[src/rtl/ann_pkg.sv]
// Shared types and default widths for the ANN datapath blocks.
package ann_pkg;

  localparam int ANN_DATA_W    = 8;
  localparam int ANN_FRAC_BITS = 4;

  typedef enum logic [1:0] {
    IDLE,
    ACCUM,
    OUTPUT
  } ann_state_e;

  typedef enum logic {
    ACT_IDENTITY,
    ACT_RELU
  } ann_act_e;

endpackage

[src/rtl/ann_shift_sat.sv]
// Combinational ReLU, arithmetic rescale and saturation of a wide Q-format
// accumulator down to a DATA_W result.
module ann_shift_sat
  import ann_pkg::*;
#(
  parameter int ACC_W     = 20,
  parameter int DATA_W    = ANN_DATA_W,
  parameter int FRAC_BITS = ANN_FRAC_BITS
) (
  input  logic signed [ACC_W-1:0]  acc,
  input  logic                     relu,
  output logic signed [DATA_W-1:0] y,
  output logic                     sat
);

  localparam logic signed [ACC_W-1:0] Y_MAX =
    {{(ACC_W-DATA_W+1){1'b0}}, {(DATA_W-1){1'b1}}};
  localparam logic signed [ACC_W-1:0] Y_MIN = ~Y_MAX;

  logic signed [ACC_W-1:0] s;
  logic signed [ACC_W-1:0] r;

  always_comb begin
    s   = (relu && acc < 0) ? '0 : acc;
    // Arithmetic shift floors toward minus infinity for negative sums.
    r   = s >>> FRAC_BITS;
    sat = 1'b0;
    y   = r[DATA_W-1:0];
    if (r > Y_MAX) begin
      y   = Y_MAX[DATA_W-1:0];
      sat = 1'b1;
    end else if (r < Y_MIN) begin
      y   = Y_MIN[DATA_W-1:0];
      sat = 1'b1;
    end
  end

endmodule

[src/rtl/ann_neuron_mac.sv]
// Single-neuron MAC: accumulates N_INPUTS signed x*w products onto a bias,
// then applies activation, rescale and saturation to one output beat.
module ann_neuron_mac
  import ann_pkg::*;
#(
  parameter int DATA_W    = ANN_DATA_W,
  parameter int FRAC_BITS = ANN_FRAC_BITS,
  parameter int N_INPUTS  = 4,
  parameter int ACC_W     = 20
) (
  input  logic                     clk,
  input  logic                     rst,
  input  logic                     in_valid,
  output logic                     in_ready,
  input  logic signed [DATA_W-1:0] in_x,
  input  logic signed [DATA_W-1:0] in_w,
  input  logic signed [DATA_W-1:0] bias,
  input  logic                     act_relu,
  output logic                     out_valid,
  input  logic                     out_ready,
  output logic signed [DATA_W-1:0] out_y,
  output logic                     out_sat,
  output ann_state_e               fsm_state
);

  // Handshake: a transfer happens on a rising edge where valid && ready;
  // ready/valid come from registered state only and the producer holds its
  // data until the transfer.

  localparam int CNT_W = $clog2(N_INPUTS + 1);
  localparam logic [CNT_W-1:0] LAST_IDX = CNT_W'(N_INPUTS - 1);

  ann_state_e              state_q, state_d;
  ann_act_e                mode_q, mode_now;
  logic [CNT_W-1:0]        count_q;
  logic signed [ACC_W-1:0] acc_q;

  logic signed [2*DATA_W-1:0] prod;
  logic signed [ACC_W-1:0]    prod_ext, bias_ext, acc_base, sum;
  logic signed [DATA_W-1:0]   sat_y;
  logic                       sat_flag;
  logic                       beat, last;

  assign in_ready  = (state_q != OUTPUT);
  assign out_valid = (state_q == OUTPUT);
  assign fsm_state = state_q;

  assign prod     = in_x * in_w;
  assign prod_ext = {{(ACC_W-2*DATA_W){prod[2*DATA_W-1]}}, prod};
  assign bias_ext = {{(ACC_W-DATA_W-FRAC_BITS){bias[DATA_W-1]}}, bias, {FRAC_BITS{1'b0}}};
  // The first beat seeds the sum from the bias instead of the stale accumulator.
  assign acc_base = (state_q == IDLE) ? bias_ext : acc_q;
  assign sum      = acc_base + prod_ext;
  assign mode_now = (state_q == IDLE) ? (act_relu ? ACT_RELU : ACT_IDENTITY) : mode_q;

  assign beat = in_valid && in_ready;
  assign last = beat && (count_q == LAST_IDX);

  ann_shift_sat #(
    .ACC_W    (ACC_W),
    .DATA_W   (DATA_W),
    .FRAC_BITS(FRAC_BITS)
  ) u_shift_sat (
    .acc (sum),
    .relu(mode_now == ACT_RELU),
    .y   (sat_y),
    .sat (sat_flag)
  );

  always_comb begin
    state_d = state_q;
    case (state_q)
      IDLE:    if (beat) state_d = last ? OUTPUT : ACCUM;
      ACCUM:   if (last) state_d = OUTPUT;
      OUTPUT:  if (out_ready) state_d = IDLE;
      default: state_d = IDLE;
    endcase
  end

  always_ff @(posedge clk or posedge rst) begin
    if (rst) begin
      state_q <= IDLE;
    end else begin
      state_q <= state_d;
    end
  end

  always_ff @(posedge clk or posedge rst) begin
    if (rst) begin
      acc_q   <= '0;
      count_q <= '0;
      mode_q  <= ACT_IDENTITY;
      out_y   <= '0;
      out_sat <= 1'b0;
    end else if (beat) begin
      acc_q   <= sum;
      count_q <= count_q + CNT_W'(1);
      if (state_q == IDLE) mode_q <= mode_now;
      if (last) begin
        out_y   <= sat_y;
        out_sat <= sat_flag;
      end
    end else if (state_q == OUTPUT && out_ready) begin
      acc_q   <= '0;
      count_q <= '0;
    end
  end

endmodule

[config.mk]
export PLATFORM = sky130hd
export DESIGN_NAME = ann_neuron_mac
export DESIGN_NICKNAME = d
export VERILOG_FILES = /design/src/rtl/ann_pkg.sv /design/src/rtl/ann_shift_sat.sv /design/src/rtl/ann_neuron_mac.sv
export SDC_FILE = /design/constraint.sdc
export NUM_CORES = 1
export LEC_CHECK = 0
export CORE_MARGIN = 2
export CORE_UTILIZATION = 50
export DETAILED_ROUTE_END_ITERATION = 8
export PLACE_DENSITY = 0.73
export SLEW_MARGIN = 10
export SYNTH_ARGS = -nofsm -noshare
export SYNTH_HDL_FRONTEND = slang
export SYNTH_SLANG_ARGS = --single-unit
[constraint.sdc]
create_clock -name clk -period 8.28 [get_ports clk]
set_input_delay 0.828 -clock clk [delete_from_list [all_inputs] [get_ports clk]]
set_output_delay 0.828 -clock clk [all_outputs]
set_load 0.02 [all_outputs]
# Yosys cells after proc, flatten, opt, wreduce, memory -nomap -nowiden
# Index checks and enable logic that the tools add are counted.
# totals
out_inout_bits	13
ff_bits	35
# op_classes
mul	1
n_lt_le_gt_ge	3
add_sub_neg	2
muxes	17
reduce_logical	9
eq_ne	7
# ops
cell	n
$mux W20	4
$add A20 B16 Y20	1
$lt A20 B1 Y1 const B	1
$gt A16 B8 Y1 const B	1
$lt A16 B8 Y1 const B	1
$mul A8 B8 Y16	1
$mux W8	2
$mux W2	4
$mux W3	2
$ne A2 B2 Y1 const B	3
$pmux W2 S3	1
$logic_and A1 B1 Y1	4
$mux W1	4
$reduce_and A2 Y1	2
$add A3 B1 Y3 const B	1
$eq A3 B2 Y1 const B	1
$reduce_and A3 Y1	1
$eq A2 B1 Y1 const B	1
$eq A2 B2 Y1 const B	1
$logic_not A2 Y1	1
$ne A2 B1 Y1 const B	1
$reduce_bool A2 Y1	1

# Logic depth before layout (Yosys ltp)
# Gate-level depths: netlist of the first run.
# depth
depth_word	9
depth_mapped	23
mapped_depth_nobuf	21

# Hierarchy
# Synthesis of the first run repeated with hierarchy kept, for this count alone.
# unflattened
cells_unflattened	522
hier_area_um2	5252.5
# by_module_without_submodules
mod	area_each_um2	instances	cells_per_inst
ann_neuron_mac	5124.9	1	506
ann_shift_sat	127.6	1	16

# Worst setup path after synthesis of the first run
# No wires, ideal clock.
# synth_path
path_kind	input to register
start	in in_w[1]
end	reg out_sat
n_path_buf	1
arrival_time_ns	6.328
required_ns	8.156
stages	18
setup_slack_ns	1.828
path_cell_list	clkbuf_1 -> and2_1 -> inv_1 -> fa_1 -> fa_1 -> inv_1 -> fa_1 -> fa_1 -> ha_1 -> ha_1 -> a21o_1 -> a21o_2 -> a21o_2 -> a221o_1 -> mux2i_2 -> nand4_1 -> o41a_1 -> a211o_1
# synth_between
elab_chain_len	8
word_cells_on_any_way	9
classes_between	add/sub (1); mul (1); order compare (3); mux (3); reduce/logical (1)
# synth_lines
item	line	text
start, declared	ann_neuron_mac.sv:16	input logic signed [DATA_W-1:0] in_w,
$mul A8 B8 Y16 (*)	ann_neuron_mac.sv:48	assign prod = in_x * in_w;
$add A20 B16 Y20 (*)	ann_neuron_mac.sv:53	assign sum = acc_base + prod_ext;
$lt A20 B1 Y1	ann_shift_sat.sv:24	s = (relu && acc < 0) ? '0 : acc;
$logic_and A1 B1 Y1	ann_shift_sat.sv:24	
$mux W20 (*)	ann_shift_sat.sv:24	
$lt A16 B8 Y1	ann_shift_sat.sv:32	end else if (r < Y_MIN) begin
$mux W1	ann_shift_sat.sv:32	
$mux W1 (*)	ann_shift_sat.sv:29	if (r > Y_MAX) begin
end signal, assigned	ann_neuron_mac.sv:101	out_sat <= sat_flag;
end, declared	ann_neuron_mac.sv:22	output logic out_sat,
# Every way passes the cells marked *; elsewhere a longest branch is shown, timed or not.
# A chain may end at the register's enable or synchronous reset.

# Worst setup path in the final report of the first run
# layout_path
start	in in_w[0]
end	reg out_sat
# Same word-level chain as after synthesis.

==> results.json, run 1 <==
{
  "status": "completed",
  "cts_max_path_buffers": 2,
  "met2WireLength_um": 5779,
  "finalNonFillerCells": 702,
  "synth.top_cell.area_share": 0.3390,
  "cts.repair.resized": 0,
  "track_usage": 0.2132,
  "wl_um": 10890,
  "synth_nets": 689,
  "final_common_cell": "inv_1",
  "min-delay-start": "out_y[7]$_DFFE_PP0P_",
  "final_antenna_net_count": 0,
  "syn_to_final_growth_pct": 12.67,
  "ys_seq_elements": 35,
  "rows": 37,
  "wl_met3_um": 378,
  "vias": 3761,
  "synthArstFlopShare": 1.000,
  "dieArea_um2": 11220,
  "final_cell_mix": "102 x inv_1, 88 x fa_1, 49 x nand2_1",
  "path_class": "in2reg",
  "wire_per_inst_um": 15.52,
  "fin_worst_skew_ns": 0.006747,
  "netlist_instances": 524,
  "crit_arrival_ns": 7.33,
  "dominantRegCellSynth": "dfrtp_1",
  "drc": 0,
  "synth.distinct_cells": 51,
  "placed_cells_incl_taps": 694,
  "r2r-start": "fsm_state[1]$_DFFE_PP0P_",
  "hold_viol_final": 0,
  "synth_top_area_cell": "fa_1",
  "root_buffer": "clkbuf_8",
  "place.gp.congestion": 0.8778,
  "fin_tns_setup_ns": 0,
  "grt_pass1_wl_um": 19090,
  "synth_area_um2": 5196,
  "clock_sinks": 35,
  "cp.required_ns": 8.46,
  "pin_count": 42,
  "cts_hold_buf": 0,
  "cp-end-kind": "flip-flop",
  "vias_per_cell": 5.358,
  "finalCritPeriodShare": 0.8640,
  "slew_headroom": 0.5415,
  "m1WireLength_um": 4526,
  "yosysWarningCount": 0,
  "setup_violations": 0,
  "initial_core_util": 0.5102,
  "rsz0062_at_grt": "no",
  "cts.reportedPaths.clkPinSlew_ns": 0.07,
  "core_um2": 10180,
  "routed.top_layer": "met4",
  "fp.dieH_um": 105.9,
  "grt_pass1_vias": 4007,
  "place_hpwl_um": 9202,
  "io_buffers": 41,
  "slew_violations": 0,
  "dr.pass1.iters": 4,
  "avgSynthCellArea_um2": 9.916,
  "cp_max_fo": 12,
  "clk_latency_ns": 0.30,
  "hp-class": "reg2reg",
  "cap_violations": 0,
  "grt_max_degree": 36,
  "drtIter0Drc": 228,
  "cts_tree": "done",
  "worstSetupStartpoint": "in_w[0]",
  "diodes": 0,
  "start_kind": "primary input",
  "antenna_found_initial": 0,
  "ys_seq_area_frac": 0.1686,
  "nets": 730,
  "drive_gt1_frac": 0.03887,
  "die_width_um": 105.9,
  "max_freq_mhz": 139.8,
  "post_cts_buffers": 0,
  "tightest_slew_ns": 0.6870,
  "period_minus_slack_ns": 7.154,
  "grt_overflow": 0,
  "synth-edff-count": 0,
  "cts_made_buffers": 5,
  "synth.area.top_cells": "fa_1 34%, dfrtp_1 17%, ha_1 12%, inv_1 7.4%, and2_1 4.3%",
  "cts_max_level": 2
}
## metal layers
metal / GRT usage / up-vias
met5: 0 / -
met4: 0.04605 / 0
met3: 0.02943 / 21
met2: 0.3839 / 86
met1: 0.2748 / 1891
li1: - / 1763
## area by class of cell
| type | instances | area, µm² |
|---|---|---|
| fillers | 891 | 4330 |
| multi-input cells | 376 | 3876 |
| flip-flops and latches | 35 | 875.8 |
| repair buffers | 44 | 432.9 |
| inverters | 103 | 386.6 |
| well taps | 136 | 170.2 |
| clock buffers | 5 | 68.82 |
| clock inverters | 3 | 43.79 |
## final timing paths
check,to,slack (ns),depth (start not counted)
hold reg to reg,out_y[7]$_DFFE_PP0P_,0.48,2
setup reg to reg,out_sat$_DFFE_PP0P_,1.68,19
min in group asynchronous,acc_q[15]$_DFFE_PP0P_,0.92,3
hold / removal,out_y[7]$_DFFE_PP0P_,0.48,2
setup / recovery,out_sat$_DFFE_PP0P_,1.13,18
max in group asynchronous,acc_q[2]$_DFFE_PP0P_,7.06,3
## cells by family after synthesis
group / count (synthesis) / share of synthesized area
muxes: 8 / 0.01637
buffers and inverters: 113 / 0.08548
DFF: 35 / 0.1686
and+or+nand+nor: 125 / 0.1228
xor gates and xnor gates: 21 / 0.03540
AOI/OAI and AO/OA: 86 / 0.1168
adders and majority gates: 136 / 0.4546
## per-stage QoR
| step | setup slack (ns) | hold slack (ns) | utilization | instance area (µm²) |
|---|---|---|---|---|
| 2_1_floorplan | 1.828 | 0.4492 | - | 5196 |
| 3_3_place_gp | 0.9696 | 0.4637 | 0.5638 | 5742 |
| 3_5_place_dp | 0.8062 | 0.4709 | 0.5638 | 5742 |
| 4_1_cts | 1.095 | 0.4866 | 0.5748 | 5854 |
| 5_1_grt | 0.8055 | 0.5117 | 0.5748 | 5854 |
| 6_report | 1.126 | 0.4805 | 0.5748 | 5854 |
## state kept, by name, summed over array words and instances, names as in the netlist
name       cells
count_q        3
mode_q         1
out_sat        1
fsm_state      2
out_y          8
acc_q         20
## critical path, cell delays in order
cell	delay, ns
clkdlybuf4s50_1	0.54
and2_1	0.25
inv_1	0.51
fa_1	0.53
inv_1	0.09
fa_1	0.43
fa_1	0.48
fa_1	0.52
fa_1	0.49
ha_1	0.37
o21a_1	0.20
o31a_1	0.15
o41a_1	0.35
a221o_1	0.36
xnor2_1	0.28
nand4_1	0.14
o41a_1	0.51
a211o_1	0.30
## cells in the mapped netlist, drive strengths merged (2+ instances only)
cell    instances
inv           102
fa             88
nand2          49
ha             48
and2           36
dfrtp          35
a21oi          20
nor2           19
xnor2          18
a22o           15
o21ai          15
a221o           8
mux2i           7
clkbuf          6
a211oi          4
o211ai          4
o21a            4
o22ai           4
a21o            3
buf             3
nand2b          3
xor2            3
and2b           2
nand3           2
nand4           2
o41a            2
or2b            2
Power of run 1 is not shown: default switching activity piles up to over one toggle a cycle in this logic, so the estimate is an artifact.
==> run 2: changes to the inputs <==
--- a/config.mk
+++ b/config.mk
@@ -8,7 +8,8 @@
 export CORE_MARGIN = 2
 export CORE_UTILIZATION = 50
 export DETAILED_ROUTE_END_ITERATION = 8
-export PLACE_DENSITY = 0.73
+export DONT_BUFFER_PORTS = 1
+export PLACE_DENSITY = 0.68
 export SLEW_MARGIN = 10
 export SYNTH_ARGS = -nofsm -noshare
 export SYNTH_HDL_FRONTEND = slang
==> run 2 against run 1 <==
Compared with the run above: design area fell by 7.4%; count of clock-buffer cells in the layout did not move; non-clock buffer count fell by 41; setup slack improved by 0.47 ns; hold slack improved by 0.011 ns; flip-flop and latch count did not move; wire length fell by 0.79%; fmax rose by 7.1%; cell count fell by 5.8%; die area did not move; core utilization fell by 4.3 points; critical endpoint is now out_y[4]$_DFFE_PP0P_; highest routed layer unchanged.
==> results.json, run 2 (synthesized netlist as in run 1, its figures left out) <==
{
  "rsz0062_at_grt": "no",
  "core_um2": 10180,
  "initial_core_util": 0.5102,
  "fin_worst_skew_ns": 0.006244,
  "root_buffer": "clkbuf_8",
  "wire_per_inst_um": 16.35,
  "reg.largest.list": "acc_q x20, out_y x8, count_q x3",
  "path_class": "reg2reg",
  "finalCritPeriodShare": 0.8068,
  "final_cell_mix": "102 x inv_1, 88 x fa_1, 49 x nand2_1",
  "cp-end-kind": "flip-flop",
  "max_freq_mhz": 149.7,
  "slew_headroom": 0.5204,
  "pin_count": 42,
  "io_buffers": 0,
  "post_cts_buffers": 0,
  "vias": 3628,
  "m1WireLength_um": 4524,
  "cts.reportedPaths.clkPinSlew_ns": 0.08,
  "slew_violations": 0,
  "drc": 0,
  "cp.required_ns": 8.46,
  "diodes": 0,
  "vias_per_cell": 5.489,
  "die_width_um": 105.9,
  "grt_pass1_vias": 3854,
  "cts_max_level": 2,
  "grt_overflow": 0,
  "place_hpwl_um": 9119,
  "track_usage": 0.2111,
  "final_antenna_net_count": 0,
  "place.gp.congestion": 0.8582,
  "cts_hold_buf": 0,
  "grt_pass1_wl_um": 18820,
  "drive_gt1_frac": 0.04190,
  "start_kind": "flip-flop",
  "cts_tree": "done",
  "tightest_slew_ns": 0.7187,
  "nets": 689,
  "critical_path.cell_chain": "nor2_1 -> mux2i_1 -> fa_1 -> inv_1 -> fa_1 -> inv_1 -> fa_1 -> inv_1 -> fa_1 -> fa_1 -> ha_1 -> o21a_1 -> o31a_1 -> o41a_1 -> a221o_1 -> xnor2_1 -> nand4_1 -> o41a_1 -> a221o_1",
  "status": "completed",
  "wl_met3_um": 383,
  "clock_sinks": 35,
  "dieArea_um2": 11220,
  "syn_to_final_growth_pct": 4.310,
  "largest_register": "acc_q",
  "routed.top_layer": "met4",
  "cts.repair.resized": 0,
  "critPathSlowestCell": "nor2_1",
  "cp_top_family": "adder cells",
  "dr.pass1.iters": 4,
  "largest_register_ffs": 20,
  "fillers": 940,
  "crit_arrival_ns": 6.86,
  "period_minus_slack_ns": 6.681,
  "final_common_cell": "inv_1",
  "fp.dieH_um": 105.9,
  "cts_made_buffers": 5,
  "hp-class": "reg2reg",
  "antenna_found_initial": 0,
  "cts_max_path_buffers": 2,
  "path_buf_inv": 3,
  "rows": 37,
  "wl_um": 10810,
  "fin_tns_setup_ns": 0,
  "cp_slowest_stage_delay_ns": 0.59,
  "grt_max_degree": 36,
  "cap_violations": 0,
  "cp_max_fo": 8,
  "met2WireLength_um": 5681,
  "clk_latency_ns": 0.29,
  "hold_viol_final": 0,
  "drtIter0Drc": 248,
  "setup_violations": 0,
  "cp_common_cell": "fa_1"
}
## run 2: worst register-to-register path, cell delays in order (launching register included)
cell and delay (ns):
dfrtp_1 0.50, nor2_1 0.59, mux2i_1 0.24, fa_1 0.53, inv_1 0.05, fa_1 0.49, inv_1 0.05, fa_1 0.48
inv_1 0.06, fa_1 0.44, fa_1 0.47, ha_1 0.37, o21a_1 0.20, o31a_1 0.15, o41a_1 0.35, a221o_1 0.36
xnor2_1 0.29, nand4_1 0.13, o41a_1 0.51, a221o_1 0.32
## run 2: layout make-up
| cell class | count | area [µm²] | share of cell area |
|---|---|---|---|
| clock buffers | 5 | 68.82 | 0.01270 |
| repair buffers | 3 | 22.52 | 0.004155 |
| well taps | 136 | 170.2 | 0.03139 |
| inverters | 103 | 386.6 | 0.07133 |
| flip-flops and latches | 35 | 875.8 | 0.1616 |
| clock inverters | 3 | 20.02 | 0.003693 |
| multi-input cells | 376 | 3876 | 0.7151 |
## run 2: per-stage QoR
| step | utilization | worst slack, ns | cell area [µm²] | hold slack (ns) | instances |
|---|---|---|---|---|---|
| floorplan | - | 1.828 | 5196 | 0.4492 | 524 |
| global placement | 0.5235 | 1.615 | 5331 | 0.4623 | 653 |
| detailed placement | 0.5235 | 1.411 | 5331 | 0.4745 | 653 |
| CTS | 0.5322 | 1.584 | 5420 | 0.4977 | 661 |
| global route | 0.5322 | 1.295 | 5420 | 0.5124 | 661 |
| finish | 0.5322 | 1.599 | 5420 | 0.4914 | 661 |
## run 2: worst paths after layout
check / from / end / slack, ns / depth (start not counted)
setup reg to reg: fsm_state[1]$_DFFE_PP0P_ / out_y[4]$_DFFE_PP0P_ / 1.60 / 19
setup / recovery: fsm_state[1]$_DFFE_PP0P_ / out_y[4]$_DFFE_PP0P_ / 1.60 / 19
min in group asynchronous: rst / fsm_state[1]$_DFFE_PP0P_ / 0.52 / 2
hold / removal: acc_q[17]$_DFFE_PP0P_ / acc_q[17]$_DFFE_PP0P_ / 0.49 / 2
max in group asynchronous: rst / acc_q[2]$_DFFE_PP0P_ / 7.43 / 2
hold reg to reg: acc_q[17]$_DFFE_PP0P_ / acc_q[17]$_DFFE_PP0P_ / 0.49 / 2
## run 2: per-layer routing
metal | global-route usage | vias up
met5 | 0 | -
met4 | 0.05733 | 0
met3 | 0.03127 | 16
met2 | 0.3631 | 79
met1 | 0.2803 | 1850
li1 | - | 1683
Power of run 2 is left out for the same reason.
